**config.mk**
```make
export PLATFORM = sky130hd
export DESIGN_NAME = coproc_link_master
export DESIGN_NICKNAME = d
export VERILOG_FILES = /design/src/rtl/coproc_link_master.sv
export SDC_FILE = /design/constraint.sdc
export NUM_CORES = 1
export LEC_CHECK = 0
export ABC_AREA = 1
export ABC_CLOCK_PERIOD_IN_PS = 2100
export CAP_MARGIN = 40
export CORE_MARGIN = 2
export CORE_UTILIZATION = 40
export CTS_CLUSTER_DIAMETER = 50
export DETAILED_ROUTE_END_ITERATION = 7
export PLACE_DENSITY = 0.66
export SLEW_MARGIN = 20
export SYNTH_ARGS = -nofsm -noshare
export SYNTH_HDL_FRONTEND = slang
export SYNTH_SLANG_ARGS = --single-unit
```
**constraint.sdc**
```tcl
create_clock -name clk -period 2.1 [get_ports clk]
set_input_delay 0.42 -clock clk [delete_from_list [all_inputs] [get_ports clk]]
set_output_delay 0.42 -clock clk [all_outputs]
set_load 0.02 [all_outputs]
```
**src/rtl/coproc_link_master.sv**
```systemverilog
// coproc_link_master: serialises a request word as 8N1 UART, strobes the coprocessor,
// then collects its UART response bytes with a timeout and result-flag capture.
module coproc_link_master #(
    parameter int CLKS_PER_BIT   = 897,
    parameter int REQ_BYTES      = 1,
    parameter int RESP_BYTES     = 1,
    parameter int STROBE_CYCLES  = 16,
    parameter int TIMEOUT_CYCLES = 1_000_000
) (
    input  logic                    clk,
    input  logic                    reset,
    input  logic [8*REQ_BYTES-1:0]  req_data,
    input  logic                    req_valid,
    output logic                    req_ready,
    output logic [8*RESP_BYTES-1:0] resp_data,
    output logic                    resp_valid,
    output logic                    resp_timeout,
    output logic                    resp_flag,
    output logic                    link_tx,
    input  logic                    link_rx,
    output logic                    link_din_valid,
    input  logic                    link_dout_valid
);
    localparam int M1 = (CLKS_PER_BIT > STROBE_CYCLES) ? CLKS_PER_BIT : STROBE_CYCLES;
    localparam int CW = $clog2(((M1 > TIMEOUT_CYCLES) ? M1 : TIMEOUT_CYCLES) + 1);
    localparam int IW = $clog2(((REQ_BYTES > RESP_BYTES) ? REQ_BYTES : RESP_BYTES) + 1);
    localparam int BW = $clog2(CLKS_PER_BIT + 1);

    typedef enum logic [2:0] {IDLE, TX_BYTE, STROBE, RECV, DONE} state_t;
    typedef enum logic [1:0] {R_IDLE, R_START, R_DATA, R_STOP} rstate_t;

    state_t                  state, state_n;
    logic [CW-1:0]           cnt, cnt_n;
    logic [3:0]              tx_bit, tx_bit_n;
    logic [IW-1:0]           idx, idx_n;
    logic [8*REQ_BYTES-1:0]  req_sh, req_sh_n;
    logic                    flag, flag_n;
    logic [8*RESP_BYTES-1:0] data_n;
    logic                    valid_n, timeout_n, rflag_n, tx_n, din_n;

    logic                    rx_s1, rx_s2, rx_s3, dv_s1, dv_s2;
    rstate_t                 rstate, rstate_n;
    logic [BW-1:0]           rcnt, rcnt_n;
    logic [2:0]              rbit, rbit_n;
    logic [7:0]              rsh, rsh_n;
    logic                    rx_done;

    always_comb begin
        rstate_n = rstate;
        rcnt_n   = rcnt + 1'b1;
        rbit_n   = rbit;
        rsh_n    = rsh;
        rx_done  = 1'b0;
        case (rstate)
            R_IDLE: begin
                rcnt_n = '0;
                if (rx_s3 && !rx_s2) rstate_n = R_START;
            end
            R_START: if (rcnt == BW'(CLKS_PER_BIT/2 - 1)) begin
                rcnt_n   = '0;
                rbit_n   = '0;
                rstate_n = rx_s2 ? R_IDLE : R_DATA;
            end
            R_DATA: if (rcnt == BW'(CLKS_PER_BIT - 1)) begin
                rcnt_n = '0;
                rsh_n  = {rx_s2, rsh[7:1]};
                rbit_n = rbit + 3'd1;
                if (rbit == 3'd7) rstate_n = R_STOP;
            end
            R_STOP: if (rcnt == BW'(CLKS_PER_BIT - 1)) begin
                rx_done  = rx_s2;
                rstate_n = R_IDLE;
            end
            default: rstate_n = R_IDLE;
        endcase
    end

    always_comb begin
        state_n   = state;
        cnt_n     = cnt;
        tx_bit_n  = tx_bit;
        idx_n     = idx;
        req_sh_n  = req_sh;
        flag_n    = flag;
        data_n    = resp_data;
        valid_n   = 1'b0;
        timeout_n = resp_timeout;
        rflag_n   = resp_flag;
        tx_n      = link_tx;
        din_n     = link_din_valid;
        case (state)
            IDLE: if (req_valid && req_ready) begin
                state_n  = TX_BYTE;
                req_sh_n = req_data;
                data_n   = '0;
                idx_n    = '0;
                cnt_n    = '0;
                tx_bit_n = '0;
                flag_n   = 1'b0;
                tx_n     = 1'b0;
            end
            TX_BYTE: begin
                // tx_bit 10 is the single idle-high cycle between frames
                if (tx_bit == 4'd10) begin
                    tx_bit_n = '0;
                    cnt_n    = '0;
                    tx_n     = 1'b0;
                end else if (cnt == CW'(CLKS_PER_BIT - 1)) begin
                    cnt_n    = '0;
                    tx_bit_n = tx_bit + 4'd1;
                    tx_n     = (tx_bit < 4'd8) ? req_sh[tx_bit[2:0]] : 1'b1;
                    if (tx_bit == 4'd9) begin
                        req_sh_n = req_sh >> 8;
                        idx_n    = idx + 1'b1;
                        if (idx == IW'(REQ_BYTES - 1)) begin
                            state_n = STROBE;
                            din_n   = 1'b1;
                        end
                    end
                end else begin
                    cnt_n = cnt + 1'b1;
                end
            end
            STROBE: if (cnt == CW'(STROBE_CYCLES - 1)) begin
                state_n = RECV;
                cnt_n   = '0;
                idx_n   = '0;
                din_n   = 1'b0;
            end else begin
                cnt_n = cnt + 1'b1;
            end
            RECV: begin
                flag_n = flag | dv_s2;
                // a good byte wins over a same-cycle timeout expiry
                if (rx_done) begin
                    data_n[8*int'(idx) +: 8] = rsh;
                    idx_n = idx + 1'b1;
                    cnt_n = '0;
                    if (idx == IW'(RESP_BYTES - 1)) begin
                        state_n   = DONE;
                        valid_n   = 1'b1;
                        timeout_n = 1'b0;
                        rflag_n   = flag_n;
                    end
                end else if (cnt == CW'(TIMEOUT_CYCLES - 1)) begin
                    state_n   = DONE;
                    valid_n   = 1'b1;
                    timeout_n = 1'b1;
                    rflag_n   = flag_n;
                end else begin
                    cnt_n = cnt + 1'b1;
                end
            end
            DONE: state_n = IDLE;
            default: state_n = IDLE;
        endcase
    end

    always_ff @(posedge clk) begin
        if (!reset) begin
            state          <= IDLE;
            cnt            <= '0;
            tx_bit         <= '0;
            idx            <= '0;
            req_sh         <= '0;
            flag           <= 1'b0;
            req_ready      <= 1'b0;
            resp_data      <= '0;
            resp_valid     <= 1'b0;
            resp_timeout   <= 1'b0;
            resp_flag      <= 1'b0;
            link_tx        <= 1'b1;
            link_din_valid <= 1'b0;
            rx_s1          <= 1'b1;
            rx_s2          <= 1'b1;
            rx_s3          <= 1'b1;
            dv_s1          <= 1'b0;
            dv_s2          <= 1'b0;
            rstate         <= R_IDLE;
            rcnt           <= '0;
            rbit           <= '0;
            rsh            <= '0;
        end else begin
            state          <= state_n;
            cnt            <= cnt_n;
            tx_bit         <= tx_bit_n;
            idx            <= idx_n;
            req_sh         <= req_sh_n;
            flag           <= flag_n;
            req_ready      <= (state_n == IDLE);
            resp_data      <= data_n;
            resp_valid     <= valid_n;
            resp_timeout   <= timeout_n;
            resp_flag      <= rflag_n;
            link_tx        <= tx_n;
            link_din_valid <= din_n;
            rx_s1          <= link_rx;
            rx_s2          <= rx_s1;
            rx_s3          <= rx_s2;
            dv_s1          <= link_dout_valid;
            dv_s2          <= dv_s1;
            rstate         <= rstate_n;
            rcnt           <= rcnt_n;
            rbit           <= rbit_n;
            rsh            <= rsh_n;
        end
    end
endmodule
```
# Yosys cells after proc, flatten, opt, wreduce, memory -nomap -nowiden
# Cells that the tools add are included.
# totals
regBits,79
in_bits,13
output_inout_bits,14
word_cells,159
# op_classes
n_addsub,6
n_lt_le_gt_ge,2
eq_ne,29
n_shift,2
n_mux,73
n_bitwise,1
n_reduce_logical,24
# op_table
op,count
$mux 20,6
$pmux 20 s4,1
$mux 8,6
$mux 3,11
$neg 4->33,1
$shift 8x33->8 const A,1
$shiftx 8x33->8,1
$pmux 8 s2,2
$pmux 10 s3,1
$ne 2x2->1 const B,13
$mux 1,25
$add 20x1->20 const B,1
$eq 20x10->1 const B,1
$eq 20x20->1 const B,1
$eq 20x4->1 const B,1
$mux 10,2
$reduce_and 3->1,5
$mux 2,6
$mux 4,3
$pmux 3 s4,1
$add 10x1->10 const B,1
$eq 10x10->1 const B,1
$eq 10x9->1 const B,1
$reduce_and 5->1,2
29 further kinds,43

# Longest topological paths before layout
# depth
ltp_word,6
depth_mapped,12
ltp_nobuf,12

# Worst setup path after synthesis
# Ideal clock, no wire load.
# synth_path
path_kind,reg-to-reg
from,reg rcnt[0]
to,reg cnt[11]
setup_time_ns,0.128
arrival_time_ns,1.486
t_required_ns,1.972
setup_slack_ns,0.486
stages_incl_launch_ff,13
n_path_buf,1
period_less_slack_ns,1.614
cell_sequence,dfxtp_1 -> inv_1 -> ha_1 -> nand2_1 -> nor2_2 -> nand4_4 -> nand2_4 -> nor2_4 -> nor2_4 -> buf_6 -> nor2_2 -> nor2_1 -> nor2_1
# synth_via
elab_chain_cells,5
elab_cells_between_ends,7
classes_between,eq/ne: 2; mux: 4; reduce/logical: 1
# synth_lines
element,line_no,source
"start, declared",43,"logic [BW-1:0] rcnt, rcnt_n;"
"start signal, assigned",203,rcnt <= rcnt_n;
$eq 10x10->1 (*),70,R_STOP: if (rcnt == BW'(CLKS_PER_BIT - 1)) begin
$mux 1 (*),70,
$mux 1 (*),54,case (rstate)
$mux 20 / $ne 3x3->1 (equally long branches),--,
$pmux 20 s4 / $reduce_and 3->1 (equally long branches),--,
"end signal, assigned",185,cnt <= cnt_n;
"end, declared",33,"logic [CW-1:0] cnt, cnt_n;"
# Mark *: on every way between the ends. The rest lies on a longest branch, timed or not.
# A chain may end at the register's enable or synchronous reset.

# Worst setup path in the final report
# layout_path
from,reg cnt[1]
to,reg cnt[5]
# layout_via
elab_chain_cells,4
elab_cells_between_ends,12
classes_between,add/sub: 1; eq/ne: 4; mux: 6; reduce/logical: 1
# layout_lines
element,line_no,source
$add 20x1->20 / $eq 20x10->1 (equally long branches),--,
$mux 20 (on tied branches),"145, 108",
$mux 20 (on tied branches),"135, 104",
$pmux 20 s4,91,case (state)
# Several ways; a longest one is shown, not always the timed one. The select of a mux whose other input is x is not followed.

==> flow_summary.toml <==
[status]
status = "complete, no violations"

[clock_tree]
postCtsHoldBufs = 0
insertion_delay_ps = 360
cts.clk_slew.worst_paths_ps = 80
h-tree-depth = 3
clockBufferDepth = 2
cts.sinks = 79
cts-buffers-inserted = 9
root_buffer = "clkbuf_8"
cts_tree = "built"

[worst_setup_path]
start_kind = "flip-flop"
reg2reg_to = "cnt[5]$_SDFFE_PN0P_"
cp.arrival_ps = 2160
cp-end-kind = "flip-flop"
critPathKind = "flip-flop to flip-flop"
cp_max_fo = 5
r2r_cells = 10
required_ps = 2350
timing.rr.start = "cnt[1]$_SDFFE_PN0P_"
r2r_slack_ps = 190

[logic_synthesis]
syn_nets = 620
yosysWarnings = 0
seq_area_frac_synth = 0.3861
synth-seq-cells = 79
synth_cells = 601
avgSynthCellArea_um2 = 6.816
ys_types = 37
synth_area_um2 = 4096

[floorplan]
die_w_um = 105.2
core-area_um2 = 9864
die_area_um2 = 11070
ios = 27
die_h_um = 105.2
initial_core_util = 0.4153
rows = 36

[grt]
antenna_found_initial = 0
grt-ovfl-total = 0
grt_pass1_vias = 3582
grt_pass1_wl_um = 15860
grt_max_degree = 27
grt_usage = 0.1739

[layout]
nFillCells = 980
post-route-util = 0.4844
multi_input_area_um2 = 2192
syn_to_final_growth_pct = 16.65
diodes = 0
register_area_um2 = 1582
fin_nets = 658
drive_gt1_frac = 0.1180
stdcell_count = 777

[timing]
period_minus_slack_ps = 1909
hold_ws_ps = 422.6
period_share = 0.9090
fin_skew_ps = 9.322
slew_headroom = 0.6431
final-hold-violation-count = 0
rsz0062_at_grt = "no"
setup_viol = 0
slew_viol_final = 0
worstMarginPinSlew_ps = 531.8
max_freq_mhz = 523.9
fin_tns_setup_ps = 0

[hold_path]
hold_depth = 1
hold_end = "rx_s2$_SDFF_PN1_"
min-delay-path-class = "flip-flop to flip-flop"
hp-start = "rx_s1$_SDFF_PN1_"

[routing]
drt-total-wl_um = 8977
drc = 0
vias_per_cell = 4.897
avgRoutedWirePerCell_um = 11.55
dr_total_vias = 3805
detail-route-antenna-nets = 0
dr.pass1.iters = 4
drtIter0Drc = 180

[pwr]
intPower_uw = 2248
p_leak_uw = 0.001941
switching_share = 0.2793
ir_drop_mv = 0.3875
power.density_nw_per_um2 = 652.9
power_switching_uw = 871.3
comb_power_share = 0.111
clockPowerShare = 0.387
p_total_uw = 3120
p_seq_frac = 0.503

[placed_design]
dp.cells = 760
dp_hpwl_um = 6817
gp_congestion = 0.8485
port_buffers = 26

[flow_run]
drv_cap = 0
-- cell usage in the layout (no fill, tap or decap), drive strengths merged --
master / count
nand2: 154
nor2: 106
dfxtp: 79
inv: 73
nand3: 56
a21oi: 44
clkdlybuf4s50: 26
o21ai: 23
nand4: 15
buf: 12
or2: 10
clkbuf: 9
nor3: 9
xor2: 6
ha: 6
nand3b: 3
o21bai: 3
xnor2: 2
clkinv: 2
nor4: 1
a31oi: 1
o211a: 1
and2: 1
clkinvlp: 1
bufinv: 1
-- worst max-delay path, cell delays in order (launching register included) --
cell and delay [ps]:
dfxtp_1 420, ha_1 300, nand3_1 140, nor2_1 180
nand3_1 100, nand2_1 110, nand2_1 90, nor2_1 150
nand2_1 90, nand2_1 170, nor2_1 70
-- metal layers --
metal / up-vias / GRT usage / share of wire
met5: - / 0 / 0
met4: 0 / 0.07238 / 0.019
met3: 16 / 0.03306 / 0.046
met2: 78 / 0.2825 / 0.46
met1: 1713 / 0.2251 / 0.47
li1: 1998 / - / -
-- cell type report --
| class | instances | share of cell area |
|---|---|---|
| sequential | 79 | 0.3310 |
| inverter | 70 | 0.05499 |
| tap | 133 | 0.03483 |
| multi-input combinational | 441 | 0.4588 |
| timing repair buffer | 38 | 0.07594 |
| clock buffer | 9 | 0.02592 |
| clock inverter | 7 | 0.01859 |
-- worst max path at each step --
stage / startpoint / to / slack (ps) / depth (start not counted)
after global routing: cnt[1]$_SDFFE_PN0P_ / cnt[8]$_SDFFE_PN0P_ / 8 / 9
after floorplan: rcnt[0]$_SDFF_PN0_ / cnt[11]$_SDFFE_PN0P_ / 490 / 12
final: cnt[1]$_SDFFE_PN0P_ / cnt[5]$_SDFFE_PN0P_ / 190 / 10
after detailed placement: req_valid / cnt[7]$_SDFFE_PN0P_ / 120 / 9
after CTS: rcnt[0]$_SDFF_PN0_ / cnt[7]$_SDFFE_PN0P_ / 180 / 12
after global placement: req_valid / cnt[7]$_SDFFE_PN0P_ / 140 / 9
-- sequential cells by signal (all words and copies together) (netlist names), 3 cells and up, named ones only --
| register | count |
|---|---|
| tx_bit | 4 |
| cnt | 20 |
| rbit | 3 |
| req_sh | 8 |
| resp_data | 8 |
| state | 3 |
| rcnt | 10 |
| rsh | 8 |
-- kinds of logic after synthesis --
| family | synth area share |
|---|---|
| adder cells (fa/ha/maj) | 0.01833 |
| AND/OR/NAND/NOR | 0.4020 |
| AO/OA/AOI/OAI | 0.09774 |
| flip-flops | 0.3861 |
| buffers and inverters | 0.07880 |
| XOR/XNOR | 0.01711 |
-- synth_stat cells, drive strengths merged --
| cell type | count | area share |
|---|---|---|
| clkinv | 1 | 0.00092 |
| nand4 | 15 | 0.027 |
| and2 | 1 | 0.0015 |
| nor3 | 9 | 0.016 |
| o21ai | 23 | 0.031 |
| nand3 | 56 | 0.075 |
| nand2 | 154 | 0.15 |
| xor2 | 6 | 0.013 |
| nor4 | 1 | 0.0015 |
| ha | 6 | 0.018 |
| dfxtp | 79 | 0.39 |
| buf | 5 | 0.0092 |
| xnor2 | 2 | 0.0043 |
| or2 | 10 | 0.015 |
| clkbuf | 6 | 0.0055 |
| a31oi | 1 | 0.0015 |
| a21oi | 44 | 0.055 |
| inv | 69 | 0.063 |
| o21bai | 3 | 0.0082 |
| nor2 | 106 | 0.11 |
| nand3b | 3 | 0.0055 |
| o211a | 1 | 0.0024 |
-- metrics by stage --
stage,setup slack (ps),cell area (um^2)
floorplan,486.4,4096
global placement,137.1,4546
detailed placement,117.0,4546
CTS,182.1,4758
global route,7.848,4778
finish,191.2,4778
-- power by group through the flow --
| stage | Sequential [uW] | Combinational, uW | Clock [uW] |
|---|---|---|---|
| after floorplan | 1600 | 236 | 0 |
| after global placement | 1600 | 329 | 0 |
| after detailed placement | 1600 | 336 | 0 |
| after CTS | 1570 | 336 | 1250 |
| after global routing | 1580 | 389 | 1300 |
| final | 1570 | 345 | 1210 |
-- what timing repair did --
item | CTS | global route
setup endpoints to repair | 0 | 1
setup buffers | 0 | 1
gates resized for setup | 0 | 0
No activity file was read; power rests on OpenSTA's default activity.
